## config.mk

```make
export PLATFORM = sky130hd
export DESIGN_NAME = avmm_burst_writer
export DESIGN_NICKNAME = d
export VERILOG_FILES = /design/src/rtl/avmm_burst_pkg.sv /design/src/rtl/avmm_burst_writer_pattern_rotator.sv /design/src/rtl/avmm_burst_writer.sv
export SDC_FILE = /design/constraint.sdc
export NUM_CORES = 1
export LEC_CHECK = 0
export BUFFER_PORTS_ARGS = -buffer_cell sky130_fd_sc_hd__buf_2
export CAP_MARGIN = 20
export CORE_MARGIN = 1.5
export CORE_UTILIZATION = 30
export DETAILED_ROUTE_END_ITERATION = 12
export SYNTH_ARGS = -nofsm -noshare
export SYNTH_HDL_FRONTEND = slang
export SYNTH_HIERARCHICAL = 1
export SYNTH_SLANG_ARGS = --single-unit
```

## constraint.sdc

```tcl
create_clock -name clk -period 3.78 [get_ports clk]
set_input_delay 0.945 -clock clk [delete_from_list [all_inputs] [get_ports clk]]
set_output_delay 0.945 -clock clk [all_outputs]
set_load 0.05 [all_outputs]
```

## src/rtl/avmm_burst_pkg.sv

```systemverilog
// Shared types and helpers for the Avalon-MM burst writer: FSM state
// encoding, the byte-rotate used to animate LED patterns, burst widths.
package avmm_burst_pkg;

  typedef enum logic [1:0] {
    ST_IDLE  = 2'd0,
    ST_FIRST = 2'd1,
    ST_BURST = 2'd2,
    ST_DONE  = 2'd3
  } burst_state_e;

  localparam int unsigned DEF_MAX_BURST = 8;
  localparam int unsigned DEF_BCNT_W    = $clog2(DEF_MAX_BURST) + 1;

  // Rotate left within a byte; the doubled copy makes the wrap free.
  function automatic logic [7:0] rotl8(input logic [7:0] v, input logic [2:0] amt);
    logic [15:0] w_dbl;
    w_dbl = {v, v} << amt;
    return w_dbl[15:8];
  endfunction

endpackage

```

## src/rtl/avmm_burst_writer_pattern_rotator.sv

```systemverilog
// Combinational LED pattern generator: seed rotated left by the beat
// index modulo 8.
module pattern_rotator
  import avmm_burst_pkg::*;
#(
  parameter int IDX_W = 3
) (
  input  logic [7:0]       i_seed,
  input  logic [IDX_W-1:0] i_idx,
  output logic [7:0]       o_pattern
);

  logic [2:0] w_amt;

  generate
    if (IDX_W >= 3) begin : g_wide
      assign w_amt = i_idx[2:0];
    end else begin : g_narrow
      assign w_amt = {{(3-IDX_W){1'b0}}, i_idx};
    end
  endgenerate

  assign o_pattern = rotl8(i_seed, w_amt);

endmodule

```

## src/rtl/avmm_burst_writer.sv

```systemverilog
// Avalon-MM burst-write initiator: one local command becomes one write
// burst of rotating LED patterns, with a non-aborting stall watchdog.
module avmm_burst_writer
  import avmm_burst_pkg::*;
#(
  parameter int ADDR_W      = 8,
  parameter int DATA_W      = 32,
  parameter int MAX_BURST   = 8,
  parameter int STALL_LIMIT = 255
) (
  input  logic                           clk,
  input  logic                           reset_n,
  input  logic                           cmd_valid,
  output logic                           cmd_ready,
  input  logic [ADDR_W-1:0]              cmd_addr,
  input  logic [$clog2(MAX_BURST):0]     cmd_len,
  input  logic [7:0]                     cmd_seed,
  output logic [ADDR_W-1:0]              avm_address,
  output logic                           avm_write,
  output logic [DATA_W-1:0]              avm_writedata,
  output logic [DATA_W/8-1:0]            avm_byteenable,
  output logic [$clog2(MAX_BURST):0]     avm_burstcount,
  output logic                           avm_beginbursttransfer,
  input  logic                           avm_waitrequest,
  output logic                           done,
  output logic                           err_len,
  output logic                           stall_flag,
  output burst_state_e                   o_dbg_state
);

  localparam int IDX_W  = $clog2(MAX_BURST);
  localparam int BCNT_W = IDX_W + 1;
  localparam int SC_W   = $clog2(STALL_LIMIT + 1);

  // Handshakes: a command transfers on a rising edge where cmd_valid and
  // cmd_ready are both high; a beat transfers on a rising edge where
  // avm_write is high and avm_waitrequest is low. Nothing else moves data.

  burst_state_e      r_state,      w_state_nxt;
  logic [ADDR_W-1:0] r_addr,       w_addr_nxt;
  logic [BCNT_W-1:0] r_len,        w_len_nxt;
  logic [7:0]        r_seed,       w_seed_nxt;
  logic [IDX_W-1:0]  r_beat,       w_beat_nxt;
  logic [7:0]        r_data,       w_data_nxt;
  logic              r_write,      w_write_nxt;
  logic              r_begin,      w_begin_nxt;
  logic              r_cmd_ready,  w_ready_nxt;
  logic              r_done,       w_done_nxt;
  logic              r_err,        w_err_nxt;
  logic [SC_W-1:0]   r_stall_cnt,  w_scnt_nxt;
  logic              r_stall_flag, w_flag_nxt;

  logic [IDX_W-1:0]  w_beat_inc;
  logic [7:0]        w_pattern;
  logic              w_len_ok;
  logic              w_accept;
  logic              w_last;

  assign w_beat_inc = r_beat + IDX_W'(1);
  assign w_len_ok   = (cmd_len != '0) && (cmd_len <= BCNT_W'(MAX_BURST));
  assign w_accept   = r_write && !avm_waitrequest;
  assign w_last     = (BCNT_W'(r_beat) == (r_len - BCNT_W'(1)));

  pattern_rotator #(
    .IDX_W (IDX_W)
  ) u_rot (
    .i_seed    (r_seed),
    .i_idx     (w_beat_inc),
    .o_pattern (w_pattern)
  );

  // Every output is a register loaded with its next-cycle value, so
  // waitrequest only ever reaches outputs through a flop.
  always_comb begin
    w_state_nxt = r_state;
    w_addr_nxt  = r_addr;
    w_len_nxt   = r_len;
    w_seed_nxt  = r_seed;
    w_beat_nxt  = r_beat;
    w_data_nxt  = r_data;
    w_write_nxt = r_write;
    w_begin_nxt = 1'b0;
    w_ready_nxt = r_cmd_ready;
    w_done_nxt  = 1'b0;
    w_err_nxt   = 1'b0;
    w_scnt_nxt  = r_stall_cnt;
    w_flag_nxt  = r_stall_flag;

    case (r_state)
      ST_IDLE: begin
        if (cmd_valid) begin
          if (w_len_ok) begin
            w_state_nxt = ST_FIRST;
            w_addr_nxt  = cmd_addr;
            w_len_nxt   = cmd_len;
            w_seed_nxt  = cmd_seed;
            w_beat_nxt  = '0;
            w_data_nxt  = cmd_seed;
            w_write_nxt = 1'b1;
            w_begin_nxt = 1'b1;
            w_ready_nxt = 1'b0;
            w_scnt_nxt  = '0;
            w_flag_nxt  = 1'b0;
          end else begin
            w_err_nxt = 1'b1;
          end
        end
      end

      ST_FIRST, ST_BURST: begin
        if (w_accept) begin
          w_scnt_nxt = '0;
          if (w_last) begin
            w_state_nxt = ST_DONE;
            w_write_nxt = 1'b0;
            w_done_nxt  = 1'b1;
          end else begin
            w_state_nxt = ST_BURST;
            w_beat_nxt  = w_beat_inc;
            w_data_nxt  = w_pattern;
          end
        end else begin
          // Stalled beat: count, flag at the limit, but never abort.
          if (r_stall_cnt < SC_W'(STALL_LIMIT)) begin
            w_scnt_nxt = r_stall_cnt + SC_W'(1);
          end
          if (r_stall_cnt >= SC_W'(STALL_LIMIT - 1)) begin
            w_flag_nxt = 1'b1;
          end
        end
      end

      ST_DONE: begin
        w_state_nxt = ST_IDLE;
        w_ready_nxt = 1'b1;
      end

      default: begin
        w_state_nxt = ST_IDLE;
        w_write_nxt = 1'b0;
        w_ready_nxt = 1'b1;
      end
    endcase
  end

  always_ff @(posedge clk or negedge reset_n) begin
    if (!reset_n) begin
      r_state      <= ST_IDLE;
      r_addr       <= '0;
      r_len        <= '0;
      r_seed       <= '0;
      r_beat       <= '0;
      r_data       <= '0;
      r_write      <= 1'b0;
      r_begin      <= 1'b0;
      r_cmd_ready  <= 1'b1;
      r_done       <= 1'b0;
      r_err        <= 1'b0;
      r_stall_cnt  <= '0;
      r_stall_flag <= 1'b0;
    end else begin
      r_state      <= w_state_nxt;
      r_addr       <= w_addr_nxt;
      r_len        <= w_len_nxt;
      r_seed       <= w_seed_nxt;
      r_beat       <= w_beat_nxt;
      r_data       <= w_data_nxt;
      r_write      <= w_write_nxt;
      r_begin      <= w_begin_nxt;
      r_cmd_ready  <= w_ready_nxt;
      r_done       <= w_done_nxt;
      r_err        <= w_err_nxt;
      r_stall_cnt  <= w_scnt_nxt;
      r_stall_flag <= w_flag_nxt;
    end
  end

  assign cmd_ready              = r_cmd_ready;
  assign avm_address            = r_addr;
  assign avm_write              = r_write;
  assign avm_writedata          = {{(DATA_W-8){1'b0}}, r_data};
  assign avm_byteenable         = '1;
  assign avm_burstcount         = r_len;
  assign avm_beginbursttransfer = r_begin;
  assign done                   = r_done;
  assign err_len                = r_err;
  assign stall_flag             = r_stall_flag;
  assign o_dbg_state            = r_state;

endmodule
```

==> metrics.csv <==
metric;value;unit
status;finished, final reports clean;
Final setup viols;0;
Final GP Congestion;0.776;
Vias/cell;4.84;
Setup Skew;6.24;ps
DRC Markers;0;
relative slew slack;0.480;
Async SR Flop Fraction;1.00;
antenna cells;0;
YS warnings;6;
WP data arrival;2740;ps
Post-Syn Instances;248;
CTS sink cnt;47;
share of layout cells above drive strength 1;0.322;
first-pass GRT wire length;8910;µm
Initial Utilization;0.306;
CP peak stage delay;790;ps
Synth Flop Type;dfrtp_1;
minimum clock period;2550;ps
hold buffer count at cts;0;
CP Data Required Time;3970;ps
clk buf depth;2;
Synth top cells by count;dfrtp_1, buf_4, mux2_2;
Setup CP Type;reg2reg;
Rows;35;
Syn Std Cell Area;2800;µm²
clk root buf;clkbuf_8;
Critical Path Start Type;flop;
antenna violations before repair;0;
Avg WL per Cell;13.3;µm
number of global-route vias before repair;1806;
Die Footprint;9910;µm²
H-tree depth;2;
register area share after synthesis;0.421;
CTS clk-pin slew, worst paths;90;ps
worst skew pair latency;300;ps
# resized after CTS;0;
post-synthesis cell type count;51;
DRT iter0 DRCs;145;
TritonCTS clock tree;yes;
GRT Overall Usage;0.112;
Top cell by count, worst path;inv_1;
count of input and output buffers;51;
# IOs;80;
fin crit share;0.674;
RSZ-0062 raised after global routing;no;
Slew Viols, Final;0;
CP Capture Type;flop;
Post-synth EDFFs;0;
final wirelength;5400;µm
post-DP HPWL;3980;µm
final antenna-violating net count;0;
Syn-to-layout area delta;12.0;%
most common cell in the netlist;dfrtp_1;
postcts setup bufs;0;
grt total ovfl;0;
Yosys top cell area share;0.411;
CP cell instances;inv_1 -> ha_1 -> inv_1 -> nor3_1 -> nand3_1 -> buf_4 -> and3_1 -> mux2_2;
syn_area_per_cell;11.3;µm²
Yosys top cell by area;dfrtp_1;
via count;1964;
Hold Violations, Final;0;
measured slew at the worst slew-check pin;780;ps
fill count;929;
max_cap viols;0;
Synth Register Bits;47;
total CTS buffers;5;
largest net degree at the start of global routing;48;
# nets final;324;
worst-path fanout max;23;
Pre-Repair DR Iteration Count;4;
setup TNS;0;ps
core area;9150;µm²
fmax;392;MHz
Die Ht;99.6;µm
Area contributors post-synth;dfrtp_1, mux2_2, buf_4;
Slowest cell on crit path;ha_1;
die width;99.6;µm
HP Class;reg2reg;
[area by class of cell]
type	count	area (µm²)	share of cell area
inverters	11	41.3	0.0132
repair buffers	55	298	0.0950
well taps	111	139	0.0443
multi-input cells	174	1390	0.444
flip-flops and latches	47	1180	0.376
clock buffers	5	68.8	0.0220
clock inverters	3	20.0	0.00639
[cells in the final DEF (no fill, tap or decap), drive strengths merged, types with 4 or more instances in the layout]
cell / Yosys / routed
a21oi: 15 / 15
a31oi: 10 / 10
buf: 36 / 55
clkbuf: 6 / 5
conb: 2 / 28
dfrtp: 46 / 46
ha: 6 / 6
inv: 11 / 11
mux2: 26 / 26
mux2i: 8 / 8
mux4: 8 / 8
nand2: 10 / 10
nand3: 4 / 4
nor2: 6 / 6
nor3: 5 / 5
o21ai: 10 / 10
o31ai: 4 / 4
xnor2: 4 / 4
[final timing paths]
kind | startpoint | end | slack, ps | cells after the start
min in group asynchronous | reset_n | avm_address[2]$_DFFE_PN0P_ | 550 | 1
max reg2reg | o_dbg_state[1]$_DFFE_PN0P_ | r_beat[0]$_DFFE_PN0P_ | 1230 | 8
min | cmd_ready$_DFFE_PN1P_ | cmd_ready$_DFFE_PN1P_ | 510 | 2
min reg2reg | cmd_ready$_DFFE_PN1P_ | cmd_ready$_DFFE_PN1P_ | 510 | 2
max in group asynchronous | reset_n | cmd_ready$_DFFE_PN1P_ | 2650 | 2
max | o_dbg_state[1]$_DFFE_PN0P_ | r_beat[0]$_DFFE_PN0P_ | 1230 | 8
[layer usage]
metal  GRT usage  wire [µm]  part of all wire
met4      0.0358         68             0.013
met1       0.150       2480              0.46
met5           0          0                 0
met2       0.179       2570              0.48
met3      0.0267        279             0.052
[worst max-delay path: cells and delay by family (launching register included)]
kind,cells,cell delay (ps)
simple gates,3,510
buf+inv,3,480
fa+ha+maj,1,790
mux,1,260
flops,1,410
[stage by stage]
step	utilization	setup WS (ps)	hold WS [ps]	cell area [µm²]	std cells
after CTS	0.340	1200	502	3110	405
after global placement	0.331	1090	472	3030	397
after global routing	0.342	1050	516	3130	406
after floorplan	-	1400	452	2900	274
after detailed placement	0.331	1060	478	3030	397
final	0.342	1230	506	3130	406
[sequential cells by signal, summed over array words and instances (netlist names)]
name	cells
avm_address	8
avm_beginbursttransfer	1
avm_burstcount	4
avm_write	1
cmd_ready	1
done	1
err_len	1
o_dbg_state	2
r_beat	3
r_data	8
r_seed	8
r_stall_cnt	8
stall_flag	1
[logic make-up (layout without fill, tap and decap cells)]
family                     count (synthesis)  after routing  synth area share
buffers and inverters                     53             74             0.117
xor gates and xnor gates                   5              5            0.0157
and+or+nand+nor                           40             40            0.0787
DFF                                       47             47             0.421
other                                      2             28           0.00268
muxes                                     42             42             0.208
AOI/OAI and AO/OA                         53             53             0.130
adders and majority gates                  6              6            0.0268
Power is left out: the tool's default activity adds up to more than one toggle a clock period on the data nets, which glitch-free logic cannot reach.
